**config.mk**
```make
export PLATFORM = sky130hd
export DESIGN_NAME = mdu_seq_ctrl
export DESIGN_NICKNAME = d
export VERILOG_FILES = /design/src/rtl/mdu_seq_ctrl_pkg.sv /design/src/rtl/mdu_iter_core.sv /design/src/rtl/mdu_seq_ctrl.sv
export SDC_FILE = /design/constraint.sdc
export NUM_CORES = 2
export LEC_CHECK = 0
export ABC_CLOCK_PERIOD_IN_PS = 4800
export CAP_MARGIN = 20
export CORE_ASPECT_RATIO = 2
export CORE_UTILIZATION = 40
export DETAILED_ROUTE_END_ITERATION = 8
export HOLD_SLACK_MARGIN = 0.03
export SLEW_MARGIN = 10
export SYNTH_ARGS = -nofsm -noshare
export SYNTH_HDL_FRONTEND = slang
export SYNTH_HIERARCHICAL = 1
export SYNTH_SLANG_ARGS = --single-unit
```
**constraint.sdc**
```tcl
create_clock -name clk -period 4.8 [get_ports clk]
set_clock_uncertainty 0.1 [all_clocks]
set_input_delay 0.72 -clock clk [delete_from_list [all_inputs] [get_ports clk]]
set_output_delay 0.72 -clock clk [all_outputs]
set_load 0.02 [all_outputs]
```
**src/rtl/mdu_seq_ctrl_pkg.sv**
```systemverilog
// Shared widths, op codes, FSM encodings and op decode for the multi-cycle mul/div sequencer.
package mdu_seq_ctrl_pkg;

   localparam int XLEN = 64;
   localparam int OPW  = 5;
   localparam int CNTW = 7;

   localparam logic [CNTW-1:0] MDU_ITER_W  = 7'd64;
   localparam logic [CNTW-1:0] MDU_ITER_WW = 7'd32;

   localparam logic [2:0] MDU_IDLE = 3'd0;
   localparam logic [2:0] MDU_PREP = 3'd1;
   localparam logic [2:0] MDU_CALC = 3'd2;
   localparam logic [2:0] MDU_FIX  = 3'd3;
   localparam logic [2:0] MDU_DONE = 3'd4;

   localparam logic [OPW-1:0] ALU_MUL    = 5'd16;
   localparam logic [OPW-1:0] ALU_MULH   = 5'd17;
   localparam logic [OPW-1:0] ALU_MULHSU = 5'd18;
   localparam logic [OPW-1:0] ALU_MULHU  = 5'd19;
   localparam logic [OPW-1:0] ALU_DIV    = 5'd20;
   localparam logic [OPW-1:0] ALU_DIVU   = 5'd21;
   localparam logic [OPW-1:0] ALU_REM    = 5'd22;
   localparam logic [OPW-1:0] ALU_REMU   = 5'd23;
   localparam logic [OPW-1:0] ALU_MULW   = 5'd24;
   localparam logic [OPW-1:0] ALU_DIVW   = 5'd25;
   localparam logic [OPW-1:0] ALU_DIVUW  = 5'd26;
   localparam logic [OPW-1:0] ALU_REMW   = 5'd27;
   localparam logic [OPW-1:0] ALU_REMUW  = 5'd28;

   typedef struct packed {
      logic valid;
      logic is_mul;
      logic is_rem;
      logic word;
      logic sgn_a;
      logic sgn_b;
      logic high;
   } mdu_dec_t;

   function automatic mdu_dec_t mdu_decode(input logic [OPW-1:0] op);
      mdu_dec_t d;
      d       = '0;
      d.valid = 1'b1;
      case (op)
         ALU_MUL:    d.is_mul = 1'b1;
         ALU_MULH:   begin d.is_mul = 1'b1; d.high = 1'b1; d.sgn_a = 1'b1; d.sgn_b = 1'b1; end
         ALU_MULHSU: begin d.is_mul = 1'b1; d.high = 1'b1; d.sgn_a = 1'b1; end
         ALU_MULHU:  begin d.is_mul = 1'b1; d.high = 1'b1; end
         ALU_DIV:    begin d.sgn_a = 1'b1; d.sgn_b = 1'b1; end
         ALU_DIVU:   ;
         ALU_REM:    begin d.is_rem = 1'b1; d.sgn_a = 1'b1; d.sgn_b = 1'b1; end
         ALU_REMU:   d.is_rem = 1'b1;
         ALU_MULW:   begin d.is_mul = 1'b1; d.word = 1'b1; end
         ALU_DIVW:   begin d.word = 1'b1; d.sgn_a = 1'b1; d.sgn_b = 1'b1; end
         ALU_DIVUW:  d.word = 1'b1;
         ALU_REMW:   begin d.word = 1'b1; d.is_rem = 1'b1; d.sgn_a = 1'b1; d.sgn_b = 1'b1; end
         ALU_REMUW:  begin d.word = 1'b1; d.is_rem = 1'b1; end
         default:    d.valid = 1'b0;
      endcase
      return d;
   endfunction

   function automatic logic [XLEN-1:0] sext32(input logic [31:0] v);
      return {{(XLEN-32){v[31]}}, v};
   endfunction

endpackage

```
**src/rtl/mdu_iter_core.sv**
```systemverilog
// Iteration datapath: one 65-bit adder/subtractor shared by shift-add multiply and
// restoring divide, advancing the {acc, low} pair by one bit per step.
module mdu_iter_core
   import mdu_seq_ctrl_pkg::*;
(
   input  logic            clk,
   input  logic            rst_n,
   input  logic            load_i,
   input  logic            step_i,
   input  logic            mul_i,
   input  logic [XLEN-1:0] opnd_i,
   input  logic [XLEN-1:0] low_i,
   output logic [XLEN-1:0] acc_o,
   output logic [XLEN-1:0] low_o
);
   logic [XLEN-1:0] acc_q, acc_d, low_q, low_d, opnd_q;
   logic            mul_q;
   logic [XLEN:0]   add_a, add_b;
   logic            cin, no_borrow;
   logic [XLEN+1:0] sum;

   // Divide feeds {rem, next dividend bit} minus divisor through the same adder via ~b + 1.
   always_comb begin
      if (mul_q) begin
         add_a = {1'b0, acc_q};
         add_b = low_q[0] ? {1'b0, opnd_q} : '0;
         cin   = 1'b0;
      end else begin
         add_a = {acc_q, low_q[XLEN-1]};
         add_b = ~{1'b0, opnd_q};
         cin   = 1'b1;
      end
   end

   assign sum       = {1'b0, add_a} + {1'b0, add_b} + {{(XLEN+1){1'b0}}, cin};
   assign no_borrow = sum[XLEN+1];

   always_comb begin
      if (mul_q) begin
         acc_d = sum[XLEN:1];
         low_d = {sum[0], low_q[XLEN-1:1]};
      end else begin
         acc_d = no_borrow ? sum[XLEN-1:0] : add_a[XLEN-1:0];
         low_d = {low_q[XLEN-2:0], no_borrow};
      end
   end

   always_ff @(posedge clk or negedge rst_n) begin
      if (!rst_n) begin
         acc_q  <= '0;
         low_q  <= '0;
         opnd_q <= '0;
         mul_q  <= 1'b0;
      end else if (load_i) begin
         acc_q  <= '0;
         low_q  <= low_i;
         opnd_q <= opnd_i;
         mul_q  <= mul_i;
      end else if (step_i) begin
         acc_q  <= acc_d;
         low_q  <= low_d;
      end
   end

   assign acc_o = acc_q;
   assign low_o = low_q;

endmodule

```
**src/rtl/mdu_seq_ctrl.sv**
```systemverilog
// Multi-cycle RV64M sequencer: handshakes, FSM, iteration counter, operand prep and
// sign/width fix-up around the shared iteration core.
module mdu_seq_ctrl
   import mdu_seq_ctrl_pkg::*;
(
   input  logic            clk,
   input  logic            rst_n,
   input  logic            in_valid,
   output logic            in_ready,
   input  logic [OPW-1:0]  alu_op,
   input  logic [XLEN-1:0] operand_1,
   input  logic [XLEN-1:0] operand_2,
   input  logic            flush,
   output logic            out_valid,
   input  logic            out_ready,
   output logic [XLEN-1:0] result,
   output logic            busy
);
   logic [2:0]        state_q, state_d;
   logic [OPW-1:0]    op_q, op_d;
   logic [XLEN-1:0]   a_q, a_d, b_q, b_d, result_q, result_d;
   logic [CNTW-1:0]   cnt_q, cnt_d;
   logic              quot_neg_q, quot_neg_d, rem_neg_q, rem_neg_d;
   mdu_dec_t          dec, in_dec;
   logic [XLEN-1:0]   a_w, b_w, mag_a, mag_b, min_w, special_res, fix_res;
   logic [XLEN-1:0]   div_sel, div_val, core_acc, core_low, core_opnd, core_low_init;
   logic              neg_a, neg_b, is_div, div_zero, div_ovf, div_neg, core_load, core_step;
   logic [2*XLEN-1:0] prod, prod_f;

   always_comb begin
      dec    = mdu_decode(op_q);
      in_dec = mdu_decode(alu_op);
      if (dec.word) begin
         a_w   = dec.sgn_a ? sext32(a_q[31:0]) : {32'b0, a_q[31:0]};
         b_w   = dec.sgn_b ? sext32(b_q[31:0]) : {32'b0, b_q[31:0]};
         min_w = sext32(32'h8000_0000);
      end else begin
         a_w   = a_q;
         b_w   = b_q;
         min_w = {1'b1, {(XLEN-1){1'b0}}};
      end
      neg_a    = dec.sgn_a & a_w[XLEN-1];
      neg_b    = dec.sgn_b & b_w[XLEN-1];
      mag_a    = neg_a ? -a_w : a_w;
      mag_b    = neg_b ? -b_w : b_w;
      is_div   = dec.valid & ~dec.is_mul;
      div_zero = is_div & (b_w == '0);
      div_ovf  = is_div & dec.sgn_a & (a_w == min_w) & (b_w == '1);
      if (div_zero) special_res = dec.is_rem ? a_w : '1;
      else          special_res = dec.is_rem ? '0 : a_w;
      if (dec.word) special_res = sext32(special_res[31:0]);

      // Word divides park the 32-bit dividend in the top half so 32 shifts consume it.
      core_opnd     = dec.is_mul ? mag_a : mag_b;
      core_low_init = dec.is_mul ? mag_b : (dec.word ? {mag_a[31:0], 32'b0} : mag_a);

      prod    = {core_acc, core_low};
      prod_f  = quot_neg_q ? -prod : prod;
      div_sel = dec.is_rem ? core_acc : (dec.word ? {32'b0, core_low[31:0]} : core_low);
      div_neg = dec.is_rem ? rem_neg_q : quot_neg_q;
      div_val = div_neg ? -div_sel : div_sel;
      if (dec.is_mul)
         fix_res = dec.high ? prod_f[2*XLEN-1:XLEN]
                            : (dec.word ? sext32(core_low[XLEN-1:32]) : prod_f[XLEN-1:0]);
      else
         fix_res = dec.word ? sext32(div_val[31:0]) : div_val;
   end

   always_comb begin
      state_d    = state_q;
      op_d       = op_q;
      a_d        = a_q;
      b_d        = b_q;
      cnt_d      = cnt_q;
      result_d   = result_q;
      quot_neg_d = quot_neg_q;
      rem_neg_d  = rem_neg_q;
      core_load  = 1'b0;
      core_step  = 1'b0;
      if (flush) begin
         state_d = MDU_IDLE;
      end else begin
         case (state_q)
            MDU_IDLE: if (in_valid && in_dec.valid) begin
               state_d = MDU_PREP;
               op_d    = alu_op;
               a_d     = operand_1;
               b_d     = operand_2;
            end
            MDU_PREP: if (div_zero || div_ovf) begin
               result_d = special_res;
               state_d  = MDU_DONE;
            end else begin
               core_load  = 1'b1;
               cnt_d      = dec.word ? MDU_ITER_WW : MDU_ITER_W;
               quot_neg_d = neg_a ^ neg_b;
               rem_neg_d  = neg_a;
               state_d    = MDU_CALC;
            end
            MDU_CALC: begin
               core_step = 1'b1;
               cnt_d     = cnt_q - 1'b1;
               if (cnt_q == 7'd1) state_d = MDU_FIX;
            end
            MDU_FIX: begin
               result_d = fix_res;
               state_d  = MDU_DONE;
            end
            MDU_DONE: if (out_ready) state_d = MDU_IDLE;
            default:  state_d = MDU_IDLE;
         endcase
      end
   end

   always_ff @(posedge clk or negedge rst_n) begin
      if (!rst_n) begin
         state_q    <= MDU_IDLE;
         op_q       <= '0;
         a_q        <= '0;
         b_q        <= '0;
         cnt_q      <= '0;
         result_q   <= '0;
         quot_neg_q <= 1'b0;
         rem_neg_q  <= 1'b0;
      end else begin
         state_q    <= state_d;
         op_q       <= op_d;
         a_q        <= a_d;
         b_q        <= b_d;
         cnt_q      <= cnt_d;
         result_q   <= result_d;
         quot_neg_q <= quot_neg_d;
         rem_neg_q  <= rem_neg_d;
      end
   end

   mdu_iter_core u_core (
      .clk    (clk),
      .rst_n  (rst_n),
      .load_i (core_load),
      .step_i (core_step),
      .mul_i  (dec.is_mul),
      .opnd_i (core_opnd),
      .low_i  (core_low_init),
      .acc_o  (core_acc),
      .low_o  (core_low)
   );

   assign in_ready  = (state_q == MDU_IDLE);
   assign out_valid = (state_q == MDU_DONE);
   assign busy      = (state_q != MDU_IDLE);
   assign result    = result_q;

endmodule
```
==> results.txt <==
The flow ran to the end, and the final reports show no timing, DRC or antenna violations. The proportion of total power due to net switching is a little under three fifths. The detailed-route wire length on metal 1 came out at 74.41 mm. The TritonCTS sink count is 402.

The highest metal layer carrying signal wires in the routed design is met5. Based on the critical path, the design can be clocked at up to roughly 210 MHz. The weighted congestion reported at the end of routability-driven placement came out at 1.056. The aggregate global-route resource usage is a little under half. The initial antenna violation count came out at 12. The setup-violating endpoint count in the final report came out at 0. The hold violation total from the final report came to 0. In the post-synthesis netlist, the biggest area contributors are dfrtp_1, mux2_2, o21ai_0, a21oi_1, nand2_1. The number of buffers added by the clock tree synthesis step is 44.

The mean number of vias per cell is roughly 6.6. The leakage power summed over all cells came out at approximately 18 nW. The count of port buffers added during placement came out at 204. STA classifies the critical path endpoint as a register. The final net count is 5,365. The Yosys step of the flow raised 6 warnings. The final non-filler cell area came out at 45,380 um^2. The first-pass iteration count of the detailed router is 8. The first global-routing pass estimated about 310 mm of wire. The number of instances in the synthesized netlist is 4,733. Once the floorplan was initialized, standard cells occupied 40.33% of the core. The area share of the leading cell type in the synthesized netlist is 27.25%. At the pin with the least slew margin, the transition time is 1.265 ns. Sequential elements use 27.25% of the synthesized area. The number of enable flip-flop cells after synthesis came out at 0. The deepest clock path buffer count is 3. The net count after synthesis came out at 4,944. In this run the remaining antenna-violating nets after routing total 0. The required time at the worst-slack endpoint came out at 5.22 ns. The layout-stage area growth over the synthesis result is 22.92%. The net switching component of the power is approximately 21 mW. The netlist uses between 100 and 150 different library cells.

Summed over all instances, the cell type with the most area after synthesis is dfrtp_1. The worst slew margin relative to its limit came out at 15.58%. The clock edge transition at the registers on the reported setup and hold paths is 0.07 ns. The aggregate global routing overflow came out at 0. After floorplanning, the core was divided into 157 placement rows. The routed wire length on met3 is between 15 and 20 mm. The share of the core filled with cells is about half. Dividing the detail-routed wire length by the instance count gives 34.39 um. The root buffer cell chosen for the clock tree is clkbuf_16.

The count of non-filler cells in the finished layout is 6,394. Summing over every cut layer, the via total after detailed routing is approximately 42,000. The internal power component is 16.45 mW. The die area came out at 93,590 um^2.

The slack of the critical path came out at 0.1256 ns. The clock period could shrink to 4.674 ns. The proportion of layout cells with a drive suffix above 1 came out at 19.35%. The total power density per cell area came out at approximately 830 nW/um^2.

The async set-reset flop share out of synthesis came out at 100.0%. The share of total power dissipated in sequential elements is roughly 17%. The core footprint came out at between 90,000 and 100,000 um^2. The pre-CTS worst setup slack is -0.05039 ns. The cell area after technology mapping is 36,920 um^2. The post-placement cell count is 6,297. The number of H-tree levels is 2.

Entering global routing, the biggest net connects 129 pins. The most used flip-flop cell after synthesis is dfrtp_1. The TritonCTS clock tree is yes.

The clock latency on the worst-skew pair came out at 0.69 ns. The proportion of power drawn by the clock network is 10.2%. Across the VDD grid, the largest voltage drop is about 0.60 mV.

The number of flip-flops and latches in the synthesized netlist is about 400. After detailed routing, the number of remaining DRC violations is 0. The cell area after placement came out at 43,660 um^2. The tool flagged a number of max-cap violations equal to 0. The wire length after detailed routing is 219.9 mm. The overall die height came out at 431.6 um. The number of placed I/O pins came out at 205.

The die is 216.8 um wide. The half-perimeter wire length after detailed placement came out at 171.2 mm. The kind of start point of the critical path is a register. For the worst setup path, the data arrival time is ~5.1 ns. The synthesized area per cell came out at about 7.8 um^2.

The ratio of final minimum period to clock period is 97.38%. The largest fanout on the critical path is 13. The part of the total power dissipated in combinational logic came out at slightly above 70%. The iteration-0 DRC count of the detailed router came out at 3,848.

The final count of pins violating max slew came out at 0. The via count of the first global-routing pass is 41,356. The worst hold path belongs to the class register to register.

The critical path is of the register to register type. The met2 routed wirelength came out at 103.0 mm.
==> power groups by stage <==
| stage | Sequential (mW) | Clock [mW] | Combinational [mW] |
|---|---|---|---|
| after floorplan | 5.89 | 0 | 14.5 |
| after global placement | 6.44 | 0 | 26.0 |
| after detailed placement | 6.44 | 0 | 26.0 |
| after CTS | 6.40 | 3.86 | 26.1 |
| after global routing | 6.61 | 3.99 | 28.5 |
| final | 6.50 | 3.85 | 27.3 |
==> flip-flops by register name, summed over array words and instances (netlist names) <==
register	flops
a_q	64
b_q	64
result	64
u_core/acc_o	64
u_core/low_o	64
u_core/opnd_q	64
cnt_q	7
op_q	5
state_q	3
quot_neg_q	1
rem_neg_q	1
u_core/mul_q	1
==> per-layer routing <==
layer / GRT usage (%) / vias up
li1: - / 18321
met1: 47.83 / 20631
met2: 76.84 / 2206
met3: 10.84 / 890
met4: 45.26 / 12
met5: 0 / -
==> Yosys cell counts (39+ instances only) <==
| library cell | count |
|---|---|
| nand2_1 | 500 |
| o21ai_0 | 465 |
| a21oi_1 | 438 |
| nor2_1 | 425 |
| dfrtp_1 | 402 |
| clkbuf_1 | 302 |
| mux2_2 | 255 |
| xor2_1 | 178 |
| xnor2_1 | 151 |
| mux2i_1 | 147 |
| nor3_1 | 106 |
| a31oi_1 | 74 |
| ha_1 | 71 |
| nor4_1 | 70 |
| nand3_1 | 69 |
| o22ai_1 | 68 |
| o31ai_1 | 66 |
| nand4_1 | 54 |
| or3_1 | 52 |
| or4_1 | 52 |
| a211oi_1 | 50 |
| inv_1 | 50 |
| buf_1 | 49 |
| a21o_1 | 43 |
| o41ai_1 | 39 |
==> final cells by class <==
type | instances | area, um^2
antenna | 13 | 32.53
clock buffer | 55 | 1204
clock inverter | 26 | 361.6
fill | 9297 | 46160
inverter | 52 | 195.2
multi-input combinational | 3883 | 25280
sequential | 402 | 10070
tap | 1192 | 1491
timing repair buffer | 771 | 6751
==> worst paths after layout <==
check	startpoint	to	slack [ns]	cells past startpoint
hold reg to reg	result[58]$_DFFE_PN0P_	result[58]$_DFFE_PN0P_	0.38	2
min in group asynchronous	rst_n	u_core/low_o[37]$_DFFE_PN0P_	0.41	2
setup / recovery	op_q[4]$_DFFE_PN0P_	u_core/opnd_q[60]$_DFFE_PN0P_	0.13	13
setup reg to reg	op_q[4]$_DFFE_PN0P_	u_core/opnd_q[60]$_DFFE_PN0P_	0.13	13
hold / removal	result[58]$_DFFE_PN0P_	result[58]$_DFFE_PN0P_	0.38	2
max in group asynchronous	rst_n	cnt_q[3]$_DFFE_PN0P_	3.01	3
==> layout by cell type (no fill, tap or decap), types with 69 or more instances in the layout <==
cell type	netlist	routed
mux2_2	255	255
a21oi_1	438	437
nor2_1	425	417
mux2i_1	147	146
dfrtp_1	402	400
a31oi_1	74	73
nor4_1	70	69
nand2_1	500	499
clkdlybuf4s50_1	0	203
xor2_1	178	177
nand3_1	69	69
buf_4	2	532
o21ai_0	465	458
nor3_1	106	104
xnor2_1	151	151
==> critical path, cell delays in order, from the launching register on <==
cell and delay (ns):
dfrtp_1 0.76, and2_1 0.63, nand2_4 0.39, a2111oi_0 0.53
buf_4 0.22, and3_1 0.37, a31oi_1 0.15, mux2i_1 0.22
nor2_1 0.08, buf_4 0.20, nand2_1 0.07, o21ai_0 0.24
buf_4 0.27, mux2_2 0.26
==> metrics by stage <==
step                power (mW)   TNS [ns]  hold slack [ns]
floorplan                20.43          0           0.3244
global placement         32.48   -0.01845           0.3607
detailed placement       32.46   -0.05039           0.3673
CTS                      36.40          0           0.3873
global route             39.09  -0.008314           0.4155
finish                   37.68          0           0.3826
==> logic make-up (layout without fill, tap and decap cells) <==
| kind of cell | Yosys count | count (layout) | synth area share (%) |
|---|---|---|---|
| compound gates | 1568 | 1568 | 26.32 |
| flops | 402 | 402 | 27.25 |
| xor+xnor | 329 | 329 | 7.805 |
| other cells | 0 | 13 | 0 |
| fa+ha+maj | 73 | 73 | 2.515 |
| buf+inv | 448 | 904 | 4.873 |
| simple gates | 1511 | 1511 | 19.48 |
| mux | 402 | 402 | 11.76 |
==> timing repair <==
item,4_1_cts,5_1_grt
resized for setup,3,16
pin swaps,0,1
endpoints found under the hold margin,32,0
gates cloned,0,1
setup buffers,0,1
hold buffers,1,0
setup endpoints to repair,2,38
Power figures use the tool's default switching activity.
